### src/rtl/alu_arb.sv
// rtl/alu_arb.sv - round-robin arbiter sharing one ALU between two requesters
// Optional response flags are built only when ALU_ARB_FLAGS_EN is defined.
module alu_arb #(
    parameter int EXEC_CYCLES = 1
) (
    input  logic       clk,
    input  logic       rst_n,

    input  logic       req0_valid,
    output logic       req0_ready,
    input  logic [7:0] req0_a,
    input  logic [7:0] req0_b,
    input  logic [1:0] req0_op,

    input  logic       req1_valid,
    output logic       req1_ready,
    input  logic [7:0] req1_a,
    input  logic [7:0] req1_b,
    input  logic [1:0] req1_op,

    output logic [7:0] alu_a,
    output logic [7:0] alu_b,
    output logic [1:0] alu_op,
    input  logic [7:0] alu_y,
    input  logic       alu_overflow,
    input  logic       alu_parity,
    input  logic       alu_greater,
    input  logic       alu_is_eq,
    input  logic       alu_less,

    output logic       rsp_valid,
    input  logic       rsp_ready,
    output logic       rsp_id,
    output logic [7:0] rsp_y,
    output logic [4:0] rsp_flags
);

    localparam logic [3:0] LP_EXEC_CNT = EXEC_CYCLES[3:0];

    typedef enum logic [1:0] {
        S_IDLE = 2'd0,
        S_EXEC = 2'd1,
        S_RESP = 2'd2
    } state_t;

    state_t     r_state;
    state_t     w_next;

    logic       r_last;
    logic [3:0] r_cnt;
    logic [7:0] r_alu_a;
    logic [7:0] r_alu_b;
    logic [1:0] r_alu_op;
    logic       r_rsp_valid;
    logic       r_rsp_id;
    logic [7:0] r_rsp_y;

    logic       w_gnt0;
    logic       w_gnt1;
    logic       w_acc0;
    logic       w_acc1;
    logic       w_accept;
    logic       w_exec_done;

    // r_last is the requester granted most recently; a tie goes to the other one.
    assign w_gnt0 = req0_valid & (~req1_valid | r_last);
    assign w_gnt1 = req1_valid & (~req0_valid | ~r_last);

    always_comb begin
        req0_ready = 1'b0;
        req1_ready = 1'b0;
        if (rst_n && (r_state == S_IDLE)) begin
            req0_ready = w_gnt0;
            req1_ready = w_gnt1;
        end
    end

    assign w_acc0      = req0_valid & req0_ready;
    assign w_acc1      = req1_valid & req1_ready;
    assign w_accept    = w_acc0 | w_acc1;
    assign w_exec_done = (r_state == S_EXEC) && (r_cnt <= 4'd1);

    always_ff @(posedge clk) begin
        if (!rst_n) begin
            r_state <= S_IDLE;
        end else begin
            r_state <= w_next;
        end
    end

    always_comb begin
        w_next = r_state;
        case (r_state)
            S_IDLE: if (w_accept)    w_next = S_EXEC;
            S_EXEC: if (w_exec_done) w_next = S_RESP;
            S_RESP: if (rsp_ready)   w_next = S_IDLE;
            default:                 w_next = S_IDLE;
        endcase
    end

    always_ff @(posedge clk) begin
        if (!rst_n) begin
            r_last      <= 1'b1;
            r_cnt       <= 4'd0;
            r_alu_a     <= 8'd0;
            r_alu_b     <= 8'd0;
            r_alu_op    <= 2'd0;
            r_rsp_valid <= 1'b0;
            r_rsp_id    <= 1'b0;
            r_rsp_y     <= 8'd0;
        end else begin
            case (r_state)
                S_IDLE: begin
                    if (w_accept) begin
                        r_alu_a  <= w_acc1 ? req1_a  : req0_a;
                        r_alu_b  <= w_acc1 ? req1_b  : req0_b;
                        r_alu_op <= w_acc1 ? req1_op : req0_op;
                        r_rsp_id <= w_acc1;
                        r_last   <= w_acc1;
                        r_cnt    <= LP_EXEC_CNT;
                    end
                end
                S_EXEC: begin
                    r_cnt <= r_cnt - 4'd1;
                    if (w_exec_done) begin
                        r_rsp_y     <= alu_y;
                        r_rsp_valid <= 1'b1;
                    end
                end
                S_RESP: begin
                    if (rsp_ready) begin
                        r_rsp_valid <= 1'b0;
                    end
                end
                default: begin
                    r_rsp_valid <= 1'b0;
                end
            endcase
        end
    end

`ifdef ALU_ARB_FLAGS_EN
    logic [4:0] r_rsp_flags;

    always_ff @(posedge clk) begin
        if (!rst_n) begin
            r_rsp_flags <= 5'd0;
        end else if (w_exec_done) begin
            r_rsp_flags <= {alu_overflow, alu_parity, alu_greater, alu_is_eq, alu_less};
        end
    end

    assign rsp_flags = r_rsp_flags;
`else
    logic w_unused_flags;
    assign w_unused_flags = ^{alu_overflow, alu_parity, alu_greater, alu_is_eq, alu_less};
    assign rsp_flags      = 5'b00000;
`endif

    assign alu_a     = r_alu_a;
    assign alu_b     = r_alu_b;
    assign alu_op    = r_alu_op;
    assign rsp_valid = r_rsp_valid;
    assign rsp_id    = r_rsp_id;
    assign rsp_y     = r_rsp_y;

endmodule

### config.mk
export PLATFORM = sky130hd
export DESIGN_NAME = alu_arb
export DESIGN_NICKNAME = d
export VERILOG_FILES = /design/src/rtl/alu_arb.sv
export SDC_FILE = /design/constraint.sdc
export NUM_CORES = 1
export LEC_CHECK = 0
export ABC_AREA = 1
export CAP_MARGIN = 10
export CELL_PAD_IN_SITES_DETAIL_PLACEMENT = 2
export CELL_PAD_IN_SITES_GLOBAL_PLACEMENT = 2
export CORE_MARGIN = 5
export CORE_UTILIZATION = 18
export CTS_CLUSTER_SIZE = 24
export DETAILED_ROUTE_END_ITERATION = 7
export GPL_TIMING_DRIVEN = 0
export MAX_ROUTING_LAYER = met4
export PLACE_DENSITY = 0.87
export RECOVER_POWER = 25
export SYNTH_ARGS = -nofsm -noshare
export SYNTH_HDL_FRONTEND = slang
export SYNTH_SLANG_ARGS = --single-unit
### constraint.sdc
create_clock -name clk -period 1.5 [get_ports clk]
set_input_delay 0.3 -clock clk [delete_from_list [all_inputs] [get_ports clk]]
set_output_delay 0.3 -clock clk [all_outputs]
set_load 0.01 [all_outputs]
**After elaboration in Yosys (flattened, before gate mapping)**

Index checks and enable logic that the tools add are counted.

- $add $sub $neg: 1
- Order comparisons: 1
- Eq/ne operators: 5
- Muxes and demuxes: 14
- Bitwise gates (word level): 11
- Reduce and logical (&&, ||, !) cells: 9

Operators with widths:

| operator | count |
|---|---|
| two-way mux 8 bit | 2 |
| two-way mux 2 bit | 4 |
| case mux 4 bit (2 select lines) | 1 |
| != test 2 bit (second input constant) | 3 |
| case mux 2 bit (3 select lines) | 1 |
| AND reduction 2 bit | 3 |
| AND reduction 3 bit | 2 |
| bitwise AND 1 bit | 4 |
| <= comparator 4 x 1 -> 1 bit (second input constant) | 1 |
| two-way mux 1 bit | 4 |
| two-way mux 4 bit | 1 |
| inverter 1 bit | 4 |
| subtractor 4 x 1 -> 4 bit (second input constant) | 1 |
| OR 1 bit | 3 |
| case mux 1 bit (3 select lines) | 1 |
| == test 2 x 1 -> 1 bit (second input constant) | 1 |
| == test 2 bit (second input constant) | 1 |
| logical AND 1 bit | 2 |
| logical NOT 2 bit | 1 |
| nonzero test 2 bit | 1 |

- Register bits after elaboration: 35
- Bits of input ports: 54
- Output and inout port bits: 35
- Word-level logic and storage cells: 50

**Longest topological paths before layout**

- Word-level depth: 8
- Mapped depth: 9
- Depth with buffers taken out: 9

**Worst setup path after synthesis**

OpenSTA, ideal clock, no wires.

- Kind: reg-to-reg
- Start point: register r_cnt[0]
- End point: register r_rsp_valid (netlist: rsp_valid)
- Setup time: 0.132 ns
- Arrival time: 1.233 ns
- Required time: 1.368 ns
- Setup slack: 0.135 ns
- Stages on the path, launching flop included: 8
- Path buffers: 1
- Clock period less this slack: 1.365 ns
- Cell sequence: dfxtp_1 inv_1 ha_1 inv_1 nand2_1 nand3_1 clkbuf_1 a21oi_1

- Longest elaborated chain between the ends: 4

RTL lines:

| element | RTL line | text |
|---|---|---|
| from (decl) | 50 | `logic [3:0] r_cnt;` |
| from (signal assigned) | 124 | `r_cnt <= r_cnt - 4'd1;` |
| <= comparator 4 x 1 -> 1 bit | 81 | `assign w_exec_done = (r_state == S_EXEC) && (r_cnt <= 4'd1);` |
| logical AND 1 bit | 81 |  |
| != test 2 bit (no line) | -- |  |
| AND reduction 3 bit (no line) | -- |  |
| to (signal assigned) | 108 | `r_rsp_valid <= 1'b0;` |
| to (signal assigned) | 127 | `r_rsp_valid <= 1'b1;` |
| to (signal assigned) | 132 | `r_rsp_valid <= 1'b0;` |
| to (decl) | 54 | `logic r_rsp_valid;` |

No other way between the ends.
A chain may end at the register's enable or synchronous reset.

**Worst setup path after layout**

- Start point: register r_state[0]
- End point: output req0_ready

- Longest elaborated chain between the ends: 3

RTL lines:

| element | RTL line | text |
|---|---|---|
| from (decl) | 46 | `state_t r_state;` |
| from (signal assigned) | 87 | `r_state <= w_next;` |
| logical NOT 2 bit | 72 | `if (rst_n && (r_state == S_IDLE)) begin` |
| logical AND 1 bit | 72 |  |
| two-way mux 1 bit | 72 |  |
| to (decl) | 10 | `output logic req0_ready,` |

No other way between the ends.

==> flow_metrics.py <==
metrics = {
    "critical_path": {
        "critPathArrivalTime_ns": 1.27,
        "path_buf_inv": 2,
        "crit_slowest_cell": "dfxtp_2",
        "criticalPathCategory": "reg2out",
        "critPathMaxStageDelay_ns": 0.34,
        "critPathTopFamily": "simple AND/OR/NAND/NOR gates",
        "cp.depth": 5,
        "end_kind": "primary output",
        "rr_worst_depth": 8,
        "critPathLaunchType": "flop",
        "crit_fanout": 3,
        "worstPathCellList": "nor2_4 > nand2_4 > buf_6 > nor2_4 > buf_6",
        "cp.required_ns": 1.20,
    },
    "floorplanning": {
        "pin_count": 89,
        "start_util_pct": 18.60,
        "core_area_um2": 9284,
        "die_area_um2": 11650,
        "num_rows": 35,
        "fp.dieH_um": 107.9,
        "die_x_um": 107.9,
    },
    "route": {
        "first_pass_iters": 4,
        "drt_iter0_drc": 30,
        "vias": 1959,
        "detail_route.wirelength_mm": 6.586,
        "route.detailed.drc": 0,
        "wl_per_cell_um": 14.07,
        "routed_via_density": 4.186,
        "ant_nets": 0,
    },
    "logic_synthesis": {
        "synth_top_area_share_pct": 40.58,
        "ys_ff_latch": 35,
        "yosys_warnings": 0,
        "synth-async-reset-ratio_pct": 0,
        "netlist_area_um2": 1727,
        "synthTopCellsByArea": "dfxtp_1 (41%), nand2_1 (11%), a21oi_1 (9.3%)",
        "synth_largest_area_cell": "dfxtp_1",
        "synth_seq_area_share_pct": 40.58,
        "ys_types": 20,
        "syn_inst": 244,
        "synth_common_cells": "nand2_1 (52), inv_1 (38), dfxtp_1 (35)",
        "ys.flop_type": "dfxtp_1",
        "avgSynthCellArea_um2": 7.076,
        "synth_most_common_cell": "nand2_1",
        "synth_edf_count": 0,
    },
    "cells_and_area": {
        "ff_latch_area_um2": 705.7,
        "drive_above_1_share_pct": 12.68,
        "nets": 396,
        "antennaDiodeCount": 0,
        "fin_cells": 468,
        "n_fill_cell": 1083,
        "area_growth_pct": 69.57,
        "multiInputGateArea_um2": 838.3,
    },
    "sta": {
        "finalWorstPathRequiredPeriod_ns": 1.571,
        "rsz0062_at_grt": "true",
        "setup_slack_ns": -0.07067,
        "fin_crit_sh_pct": 104.7,
        "tightestPinTransition_ns": 0.5035,
        "slew_headroom_pct": 66.44,
        "holdWs_ns": 0.4492,
        "finalSetupViolCount": 2,
        "hold_violations": 0,
        "maxSlewViolCount": 0,
        "fmax_ghz": 0.6367,
        "finClkSkew_ns": 0.006078,
    },
    "power_and_ir_drop": {
        "p_comb_share_pct": 32.5,
        "switching_share_pct": 30.90,
        "total_leakage_power_nw": 1.330,
        "power_switching_mw": 0.7789,
        "clkPwrFrac_pct": 24.9,
        "p_seq_share_pct": 42.6,
        "p_int_mw": 1.742,
        "irDropWorstVdd_v": 0.0003588,
        "powerDensity_nw_per_um2": 860.9,
    },
    "clocking": {
        "cts_buffer_depth": 2,
        "clock_sink_count": 35,
        "cts_max_level": 2,
        "clk_transition_reported_paths_ns": 0.07,
        "clockRootBuffer": "clkbuf_8",
        "worstSkewPairLatency_ns": 0.28,
        "cts_buffers": 5,
        "cts_tree": "yes",
    },
    "placement": {
        "post-dp-hpwl_mm": 4.827,
        "io_buffers": 78,
        "dp.cells": 455,
        "place_congestion": 0.7992,
    },
    "grt": {
        "gr-total-overflow": 0,
        "grt_pass1_wl_mm": 10.78,
        "grt_start_max_net_pins": 19,
        "first_global_vias": 2171,
        "grt.total_usage_pct": 12.15,
        "antenna_found_initial": 0,
    },
    "worst_hold_path": {
        "hp-class": "reg2reg",
        "min_path_cells": 2,
    },
    "outcome": {
        "violations": "negative setup slack",
        "status": "finished, violations left",
    },
    "job": {
        "cap_viol_max_count": 0,
    },
}
-- worst min-delay path, stage by stage, from the launching register on --
cell and delay [ns]:
dfxtp_1 0.31, inv_1 0.05, a21oi_1 0.05
-- power by group through the flow --
stage	clock network, mW	logic, mW	registers [mW]
after global placement	0	0.725	1.09
after global routing	0.714	0.909	1.08
after CTS	0.661	0.817	1.07
after floorplan	0	0.335	1.12
final	0.628	0.820	1.07
after detailed placement	0	0.753	1.09
-- cells by family after synthesis --
group,share of synthesized area (%)
buffers and inverters,14.78
AO/OA/AOI/OAI,22.61
other,0.2172
flip-flops,40.58
AND/OR/NAND/NOR,20.36
adder cells (fa/ha/maj),1.449
-- placed cells by master, fill, tap and decap left out, types with 3 or more instances in the layout --
| master | instances |
|---|---|
| nand2_2 | 3 |
| clkdlybuf4s50_1 | 50 |
| clkdlybuf4s25_1 | 9 |
| clkbuf_1 | 5 |
| nor2_4 | 3 |
| clkbuf_8 | 5 |
| buf_6 | 7 |
| o21ai_0 | 13 |
| buf_4 | 12 |
| o21bai_1 | 18 |
| dfxtp_1 | 33 |
| conb_1 | 5 |
| nand2_1 | 48 |
| dlymetal6s2s_1 | 10 |
| a21oi_1 | 32 |
| inv_1 | 38 |
| nand3_1 | 22 |
| dlygate4sd2_1 | 6 |
-- final cells by class --
cell class	count	share of cell area [%]
multi-input cells	157	28.63
flip-flops and latches	35	24.10
repair buffers	86	30.00
inverters	38	4.872
well taps	129	5.513
plain buffers	17	4.402
clock buffers	6	2.479
-- layer usage --
| layer | GRT usage, % | share of wire, % | vias up |
|---|---|---|---|
| li1 | - | - | 959 |
| met1 | 13.70 | 41 | 927 |
| met2 | 20.87 | 50 | 66 |
| met3 | 3.761 | 7.8 | 7 |
| met4 | 3.246 | 1.0 | 0 |
| met5 | - | 0 | - |
-- registers in the layout (all words and copies together), names as in the netlist --
name / count
alu_a: 8
alu_b: 8
alu_op: 2
r_cnt: 4
r_last: 1
r_state: 2
rsp_id: 1
rsp_valid: 1
rsp_y: 8
-- worst paths after layout --
kind                   start    endpoint  slack [ns]
setup / recovery  r_state[0]  req0_ready       -0.07
setup reg to reg      r_last    alu_b[2]        0.02
hold / removal      rsp_y[2]    rsp_y[2]        0.45
hold reg to reg     rsp_y[2]    rsp_y[2]        0.45
-- per-stage QoR --
| stage | setup WS, ns | cell area (um2) | power (mW) | setup TNS [ns] | util (%) |
|---|---|---|---|---|---|
| finish | -0.07067 | 2928 | 2.521 | -0.07196 | 31.54 |
| detailed placement | -1.027 | 2684 | 1.843 | -16.07 | 28.91 |
| floorplan | 0.1351 | 1742 | 1.451 | 0 | - |
| global route | -0.1631 | 2928 | 2.707 | -1.621 | 31.54 |
| CTS | -0.03293 | 2868 | 2.550 | -0.03984 | 30.89 |
| global placement | -1.001 | 2684 | 1.812 | -13.77 | 28.91 |
-- what timing repair did --
action / CTS / global route
buffers inserted: 7 / 1
pin swaps: 5 / 3
endpoints found under the setup margin: 36 / 55
resized for setup: 35 / 35
hold buffers: 0 / 0
Note: power is estimated with default switching activity, not from simulation.
